==> src/rtl/lc2k_multicycle_control.sv <==
// Multicycle control FSM for the LC2K CPU: sequences fetch/decode/execute/memory/writeback,
// drives every datapath control line, counts retired instructions and latches a sticky halt flag.
module lc2k_multicycle_control #(
   parameter int COUNT_WIDTH = 32
) (
   input  logic                   clk,
   input  logic                   reset,
   input  logic [2:0]             opcode,
   input  logic                   alu_eq,
   input  logic                   mem_ready,
   output logic                   mem_req,
   output logic                   mem_we,
   output logic                   mem_addr_sel,
   output logic                   ir_load,
   output logic                   pc_load,
   output logic [1:0]             pc_src,
   output logic [1:0]             alu_op,
   output logic                   alu_src_b,
   output logic                   reg_write,
   output logic                   CONTROL_WRITE_REG,
   output logic [1:0]             wb_src,
   output logic                   halted,
   output logic [COUNT_WIDTH-1:0] instr_count,
   output logic [3:0]             state_out
);

   typedef enum logic [3:0] {
      S_FETCH  = 4'd0,
      S_DECODE = 4'd1,
      S_EXEC   = 4'd2,
      S_WB_R   = 4'd3,
      S_ADDR   = 4'd4,
      S_MEM_RD = 4'd5,
      S_WB_M   = 4'd6,
      S_MEM_WR = 4'd7,
      S_BRANCH = 4'd8,
      S_JALR   = 4'd9,
      S_HALT   = 4'd10
   } state_t;

   localparam logic [2:0] OP_ADD  = 3'd0;
   localparam logic [2:0] OP_NOR  = 3'd1;
   localparam logic [2:0] OP_LW   = 3'd2;
   localparam logic [2:0] OP_SW   = 3'd3;
   localparam logic [2:0] OP_BEQ  = 3'd4;
   localparam logic [2:0] OP_JALR = 3'd5;
   localparam logic [2:0] OP_HALT = 3'd6;

   state_t                 state_q, state_d;
   logic [COUNT_WIDTH-1:0] count_q;
   logic                   halted_q;
   logic                   retire;

   // NOTE: sequential state uses <= so every register samples pre-edge values.
   always_ff @(posedge clk) begin
      if (reset) begin
         state_q  <= S_FETCH;
         count_q  <= '0;
         halted_q <= 1'b0;
      end else begin
         state_q <= state_d;
         if (retire) count_q <= count_q + COUNT_WIDTH'(1'b1);
         if (state_d == S_HALT) halted_q <= 1'b1;
      end
   end

   // NOTE: every output gets a default first, so no latch can be inferred.
   always_comb begin
      state_d           = state_q;
      retire            = 1'b0;
      mem_req           = 1'b0;
      mem_we            = 1'b0;
      mem_addr_sel      = 1'b0;
      ir_load           = 1'b0;
      pc_load           = 1'b0;
      pc_src            = 2'd0;
      alu_op            = 2'd0;
      alu_src_b         = 1'b0;
      reg_write         = 1'b0;
      CONTROL_WRITE_REG = 1'b0;
      wb_src            = 2'd0;

      case (state_q)
         S_FETCH: begin
            mem_req = 1'b1;
            ir_load = mem_ready;
            if (mem_ready) state_d = S_DECODE;
         end
         S_DECODE: begin
            pc_load = 1'b1;
            case (opcode)
               OP_ADD, OP_NOR: state_d = S_EXEC;
               OP_LW, OP_SW:   state_d = S_ADDR;
               OP_BEQ:         state_d = S_BRANCH;
               OP_JALR:        state_d = S_JALR;
               OP_HALT: begin
                  state_d = S_HALT;
                  retire  = 1'b1;
               end
               default: begin
                  state_d = S_FETCH;
                  retire  = 1'b1;
               end
            endcase
         end
         S_EXEC: begin
            alu_op  = (opcode == OP_NOR) ? 2'd1 : 2'd0;
            state_d = S_WB_R;
         end
         S_WB_R: begin
            reg_write         = 1'b1;
            CONTROL_WRITE_REG = 1'b1;
            state_d           = S_FETCH;
            retire            = 1'b1;
         end
         S_ADDR: begin
            alu_src_b = 1'b1;
            state_d   = (opcode == OP_LW) ? S_MEM_RD : S_MEM_WR;
         end
         S_MEM_RD: begin
            mem_req      = 1'b1;
            mem_addr_sel = 1'b1;
            alu_src_b    = 1'b1;
            if (mem_ready) state_d = S_WB_M;
         end
         S_WB_M: begin
            reg_write = 1'b1;
            wb_src    = 2'd1;
            state_d   = S_FETCH;
            retire    = 1'b1;
         end
         S_MEM_WR: begin
            mem_req      = 1'b1;
            mem_we       = 1'b1;
            mem_addr_sel = 1'b1;
            alu_src_b    = 1'b1;
            if (mem_ready) begin
               state_d = S_FETCH;
               retire  = 1'b1;
            end
         end
         S_BRANCH: begin
            alu_op  = 2'd2;
            pc_load = alu_eq;
            pc_src  = 2'd1;
            state_d = S_FETCH;
            retire  = 1'b1;
         end
         S_JALR: begin
            // Link value is the PC already incremented in DECODE; regA is read before the edge.
            reg_write = 1'b1;
            wb_src    = 2'd2;
            pc_load   = 1'b1;
            pc_src    = 2'd2;
            state_d   = S_FETCH;
            retire    = 1'b1;
         end
         S_HALT:  state_d = S_HALT;
         default: state_d = S_FETCH;
      endcase

      if (reset) begin
         mem_req           = 1'b0;
         mem_we            = 1'b0;
         mem_addr_sel      = 1'b0;
         ir_load           = 1'b0;
         pc_load           = 1'b0;
         pc_src            = 2'd0;
         alu_op            = 2'd0;
         alu_src_b         = 1'b0;
         reg_write         = 1'b0;
         CONTROL_WRITE_REG = 1'b0;
         wb_src            = 2'd0;
      end
   end

   assign halted      = halted_q;
   assign instr_count = count_q;
   assign state_out   = state_q;

endmodule

==> config.mk <==
export PLATFORM = sky130hd
export DESIGN_NAME = lc2k_multicycle_control
export DESIGN_NICKNAME = d
export VERILOG_FILES = /design/src/rtl/lc2k_multicycle_control.sv
export SDC_FILE = /design/constraint.sdc
export NUM_CORES = 1
export LEC_CHECK = 0
export CAP_MARGIN = 40
export CORE_MARGIN = 1.5
export CORE_UTILIZATION = 56
export DETAILED_ROUTE_END_ITERATION = 8
export DONT_BUFFER_PORTS = 1
export PLACE_DENSITY = 0.79
export SYNTH_ARGS = -nofsm -noshare
export SYNTH_HDL_FRONTEND = slang
export SYNTH_SLANG_ARGS = --single-unit
==> constraint.sdc <==
create_clock -name clk -period 2.3 [get_ports clk]
set_input_delay 0.23 -clock clk [delete_from_list [all_inputs] [get_ports clk]]
set_output_delay 0.23 -clock clk [all_outputs]
set_load 0.02 [all_outputs]
==> impl_metrics.toml, run 1 <==
[place]
gp_congestion = 0.863
placed_cells = 317
dp_hpwl_mm = 3.36
numPortBuffers = 0
dpl-instance-area_mm2 = 0.00224

[logic_synthesis]
synth_top_area_cell = "dfxtp_1"
avgSynthCellArea_um2 = 7.96
synth-edff-count = 0
synth_cell_types = 43
yosys_warnings = 0
syn_inst = 254
ys.flop_type = "dfxtp_1"
synthArstFlopShare_pct = 0
synth-seq-cells = 37
synth_area_leaders = "dfxtp_1 37%, xnor2_1 7.8%, nor2_1 5.8%"
syn_area_mm2 = 0.00202
syn-num-nets = 262
ys_seq_area_share_pct = 36.6
synth_top_area_share_pct = 36.6

[final_layout]
area_growth_pct = 14.4
finish.instance_area_mm2 = 0.00231
drive_gt1_share_pct = 17.5
fill_cells = 282
fin_cells = 326
fin_nets = 287
antennaDiodeCount = 0

[global_routing]
antenna_found_initial = 0
grt_overflow_total = 0
grt_pass1_vias = 1773
grt_max_degree = 33
grt_pass1_wl_mm = 8.00
track_usage_pct = 24.9

[sta]
max_freq_mhz = 483
drv_slew = 0
rsz0062_at_grt = "false"
relSlewSlack_pct = 58.7
setup-tns-final_ns = 0
fin_crit_ns = 2.07
skew_ns = 0.0120
setup_viol_count_final = 0
min_period_over_period_pct = 90.1
hold_violations = 0
tightest_slew_ns = 0.615

[critical_path]
end_kind = "flop"
critPathLaunch = "state_out[0]"
worstSetupPathType = "flop to flop"
critPathLaunchType = "flop"
ff2ff_setup_slack_ns = 0.23
rr_worst_depth = 5
r2r-end = "instr_count[27]"
endpoint = "instr_count[27]"
r2r-start = "state_out[0]"
crit_arrival_ns = 2.35
cp_max_fo = 13
slowest_stage = "or4_4"
crit_chain = "and3b_1 -> o32a_1 -> or4_4 -> or3_1 -> a21oi_1"
required_ns = 2.57
crit_path_max_incr_delay_ns = 0.62

[clock_tree]
numCtsBuffers = 5
cts-root-buf = "clkbuf_4"
cts_setup_buffers = 0
h-tree-depth = 2
worst_skew_pair.late_latency_ns = 0.35
path_clk_slew_ns = 0.11
cts_tree = "done"
clock_path_buffers = 2
cts_sinks = 37
cts_resized = 0
cts_hold_buf = 1

[floorplanning]
initial_core_util_pct = 59.7
placementRows = 21
num_io_pins = 58
dieArea_mm2 = 0.00398
core_area_mm2 = 0.00339
chipHeight_um = 63.1
dieWidth_um = 63.1

[power]
max-vdd-ir-drop_uv = 268
power_density_mw_per_mm2 = 511
power.leakage_nw = 0.777

[min_path]
worstHoldPathType = "primary input to flop"

[run]
drv_cap = 0

[drt]
route.vias.total = 1919
drt_iter0_drc = 77
wl_per_cell_um = 14.4
route.detailed.vias_per_inst = 5.89
ant_nets = 0
drtPass1Iterations = 4
routed_wl_mm = 4.71
drc = 0

[status]
status = "completed"
==> synthesized netlist by cell type, drive strengths merged, types with 9 or more instances <==
| library cell | count |
|---|---|
| buf | 9 |
| a21oi | 18 |
| dfxtp | 37 |
| nor2 | 31 |
| o21ai | 13 |
| or3 | 11 |
| nand4 | 9 |
| nor3 | 15 |
| nand2 | 21 |
| nand3 | 11 |
| xnor2 | 18 |
| clkbuf | 9 |
==> flip-flops by register name, summed over array words and instances (netlist names) <==
signal	cells
halted	1
instr_count	32
state_out	4
==> report_power, final <==
part	leakage [nW]	internal, mW	total, mW	switching [mW]
Sequential	0.299	0.650	0.658	0.00770
Combinational	0.445	0.0736	0.191	0.117
Clock	0.0320	0.117	0.333	0.216
Total	0.777	0.840	1.18	0.341
==> placed cells by master (no fill, tap or decap), types with 5 or more instances in the layout <==
cell / synthesis / final
a21oi_1: 18 / 18
buf_4: 1 / 35
clkbuf_4: 0 / 5
dfxtp_1: 37 / 35
nand2_1: 21 / 21
nand3_1: 11 / 11
nand4_1: 9 / 9
nor2_1: 31 / 31
nor3_1: 15 / 15
nor4_1: 8 / 8
o21ai_0: 13 / 13
or3_1: 11 / 11
xnor2_1: 18 / 18
==> worst max-delay path, delay by kind of cell, from the launching register on <==
family / cells / cell delay (ns)
flops: 1 / 0.35
simple gates: 3 / 1.14
compound gates: 2 / 0.52
==> cell type report <==
| class | instances | area (µm²) | share of cell area, % |
|---|---|---|---|
| Clock buffer | 6 | 41.3 | 1.79 |
| Clock inverter | 2 | 10.0 | 0.433 |
| Inverter | 3 | 11.3 | 0.487 |
| Multi-Input combinational cell | 196 | 1170 | 50.4 |
| Sequential cell | 37 | 743 | 32.1 |
| Tap cell | 46 | 57.6 | 2.49 |
| Timing Repair Buffer | 36 | 283 | 12.2 |
==> stage by stage <==
| step | setup WS [ns] | total power [mW] | hold WS, ns | util, % |
|---|---|---|---|---|
| final | 0.228 | 1.18 | 0.0406 | 68.2 |
| after global routing | 0.0361 | 1.23 | 0.0422 | 68.2 |
| after CTS | 0.222 | 1.19 | 0.0265 | 68.2 |
| after detailed placement | 0.262 | 0.850 | 0.305 | 66.1 |
| after global placement | 0.305 | 0.846 | 0.303 | 66.1 |
| after floorplan | 0.0123 | 0.817 | 0.386 | - |
==> per-layer routing <==
layer / global-route usage [%] / share of wire, % / vias up / wire (µm)
met1: 32.1 / 47 / 893 / 2230
met2: 39.9 / 45 / 57 / 2130
met5: 0 / 0 / - / 0
li1: - / - / 967 / -
met3: 8.39 / 6.8 / 2 / 320
met4: 6.94 / 0.47 / 0 / 22
==> cells by family (layout without fill, tap and decap cells) <==
logic type      after synthesis  after routing  share of synthesized area, %
compound gates               42             42                          12.3
xor+xnor                     21             21                          9.10
fa+ha+maj                     1              1                         0.619
buf+inv                      21             47                          6.00
flops                        37             37                          36.6
simple gates                132            132                          35.3
==> worst min path at each step <==
| stage | to | depth (start not counted) | startpoint | slack [ns] |
|---|---|---|---|---|
| 6_report | state_out[0] | 2 | opcode[0] | 0.04 |
| 5_1_grt | state_out[0] | 2 | opcode[0] | 0.04 |
| 4_1_cts | state_out[0] | 2 | opcode[0] | 0.03 |
| 3_5_place_dp | instr_count[25] | 1 | reset | 0.31 |
| 3_3_place_gp | instr_count[24] | 1 | reset | 0.30 |
| 2_1_floorplan | state_out[0] | 2 | opcode[0] | 0.39 |
Note: power is estimated with default switching activity, not from simulation.
==> run 2: changes to the inputs <==
--- a/config.mk
+++ b/config.mk
@@ -6,11 +6,14 @@
 export NUM_CORES = 1
 export LEC_CHECK = 0
 export CAP_MARGIN = 40
+export CELL_PAD_IN_SITES_DETAIL_PLACEMENT = 0
+export CELL_PAD_IN_SITES_GLOBAL_PLACEMENT = 1
 export CORE_MARGIN = 1.5
-export CORE_UTILIZATION = 56
+export CORE_UTILIZATION = 45
+export CTS_CLUSTER_SIZE = 16
 export DETAILED_ROUTE_END_ITERATION = 8
 export DONT_BUFFER_PORTS = 1
-export PLACE_DENSITY = 0.79
+export PLACE_DENSITY = 0.83
 export SYNTH_ARGS = -nofsm -noshare
 export SYNTH_HDL_FRONTEND = slang
 export SYNTH_SLANG_ARGS = --single-unit
==> constraint.sdc (replaced) <==
create_clock -name clk -period 2.24 [get_ports clk]
set_input_delay 0.224 -clock clk [delete_from_list [all_inputs] [get_ports clk]]
set_output_delay 0.224 -clock clk [all_outputs]
set_load 0.02 [all_outputs]
==> run 2 against run 1 <==
Power up 16%. Sequential share of layout area down 0.77 points. Die area up 23%. Count of clock-buffer cells in the layout up 1. Cell area up 3.1%. Critical path depth unchanged. Clock power up 53%. Maximum frequency up 0.16%. Utilization down 13 points. Critical path type unchanged. Critical endpoint is now instr_count[26]. Highest routed layer unchanged.
==> impl_metrics.toml, run 2 (synthesis results as in run 1) <==
[status]
status = "completed"

[sta]
setup_ws_ns = 0.171
skew_ns = 0.00411
min_period_over_period_pct = 92.4
relSlewSlack_pct = 57.8
setup_viol_count_final = 0
rsz0062_at_grt = "false"
tightest_slew_ns = 0.629
hold_violations = 0
drv_slew = 0
max_freq_mhz = 483
fin_crit_ns = 2.07
setup-tns-final_ns = 0

[critical_path]
crit_arrival_ns = 2.29
cp.buffers_inverters = 0
critPathTopFamily = "simple AND/OR/NAND/NOR gates"
slowest_stage = "or3_1"
worst_path_most_repeated_cell = "or3_1"
end_kind = "flop"
crit_chain = "and3b_1 -> o32a_1 -> or3_1 -> or3_1 -> a21oi_1"
required_ns = 2.46
cp_max_fo = 11
worstSetupPathType = "flop to flop"
crit_path_max_incr_delay_ns = 0.52
critPathLaunchType = "flop"

[clock_tree]
clock_path_buffers = 2
path_clk_slew_ns = 0.07
cts_resized = 0
cts_sinks = 37
cts-root-buf = "clkbuf_8"
worst_skew_pair.late_latency_ns = 0.28
h-tree-depth = 2
numCtsBuffers = 5
cts_tree = "done"

[floorplanning]
num_io_pins = 58
initial_core_util_pct = 46.8
placementRows = 24
chipHeight_um = 70.0
core_area_mm2 = 0.00432
dieArea_mm2 = 0.00490
dieWidth_um = 70.0

[final_layout]
antennaDiodeCount = 0
drive_gt1_share_pct = 18.1
layout_common_cells = "35 x buf_4, 33 x dfxtp_1, 31 x nor2_1"
fill_cells = 446
largest_reg_flops = 32
area_growth_pct = 17.9
fin_cells = 334
finish.instance_area_mm2 = 0.00238
fin_nets = 289
layout_commonest_cell = "buf_4"

[place]
numPortBuffers = 0
dpl-instance-area_mm2 = 0.00225
pre_cts_ws_ns = 0.181
gp_congestion = 0.819
placed_cells = 323
dp_hpwl_mm = 3.54

[drt]
drtPass1Iterations = 4
ant_nets = 0
route.detailed.vias_per_inst = 5.71
wl_per_cell_um = 14.9
drt_iter0_drc = 150
routed_wl_mm = 4.97
drc = 0
route.vias.total = 1906

[power]
p_sw_uw = 353
p_int_mw = 1.02
report.power.total_mw = 1.37
pwr-share-seq_pct = 50.0
max-vdd-ir-drop_uv = 320
comb_power_share_pct = 12.9
clockPowerShare_pct = 37.1
netSwitchingFraction_pct = 25.8
power.leakage_nw = 0.804
power_density_mw_per_mm2 = 574

[global_routing]
track_usage_pct = 20.7
antenna_found_initial = 0
grt_max_degree = 32
grt_overflow_total = 0
grt_pass1_wl_mm = 8.39
grt_pass1_vias = 1808

[min_path]
worstHoldPathType = "primary input to flop"

[run]
drv_cap = 0
-- run 2: cell types whose count changed in the layout (fill, tap and decap cells not counted) --
cell,previous run,this run
clkbuf_1,1,0
dlygate4sd3_1,0,3
dfxtp_2,2,3
clkbuf_4,5,0
buf_12,1,0
clkinv_2,2,1
clkbuf_8,0,7
dfxtp_1,35,33
dfxtp_4,0,1
-- run 2: path summary, 6_finish.rpt --
path | start | endpoint | slack [ns] | cells after the start
min reg2reg | instr_count[4] | instr_count[4] | 0.58 | 2
max reg2reg | state_out[0] | instr_count[26] | 0.17 | 5
min | reset | instr_count[2] | 0.01 | 1
max | state_out[0] | instr_count[26] | 0.17 | 5
-- run 2: metrics by stage --
| step | hold WS [ns] | utilization (%) |
|---|---|---|
| finish | 0.0124 | 55.2 |
| detailed placement | 0.294 | 52.1 |
| floorplan | 0.377 | - |
| CTS | 0.0000436 | 54.9 |
| global route | 0.00240 | 55.2 |
| global placement | 0.296 | 52.1 |
-- run 2: power groups by stage --
stage               clock network [mW]  logic [mW]  registers (mW)
floorplan                            0       0.135           0.705
global placement                     0       0.165           0.698
detailed placement                   0       0.167           0.699
CTS                              0.522       0.173           0.683
global route                     0.549       0.194           0.686
finish                           0.508       0.176           0.684
-- run 2: final cells by class --
class                      instances  area (µm²)  area share [%]
inverter                           3        11.3           0.472
sequential                        37         748            31.4
clock buffer                       7        96.3            4.04
multi-input combinational        196        1170            48.9
timing repair buffer              38         293            12.3
clock inverter                     1        5.00           0.210
tap                               52        65.1            2.73
-- run 2: timing repair --
item	in CTS	in global routing
hold endpoints to repair	9	3
hold buffers	2	1
setup endpoints to repair	0	0
buffers inserted	0	0
-- run 2: routing by layer --
metal,global-route usage [%],vias to the layer above,routed length [µm],share of wire [%]
met2,34.8,57,2350,47
met3,6.49,4,320,6.4
li1,-,966,-,-
met5,0,-,0,0
met4,4.27,0,29,0.58
met1,26.1,879,2270,46
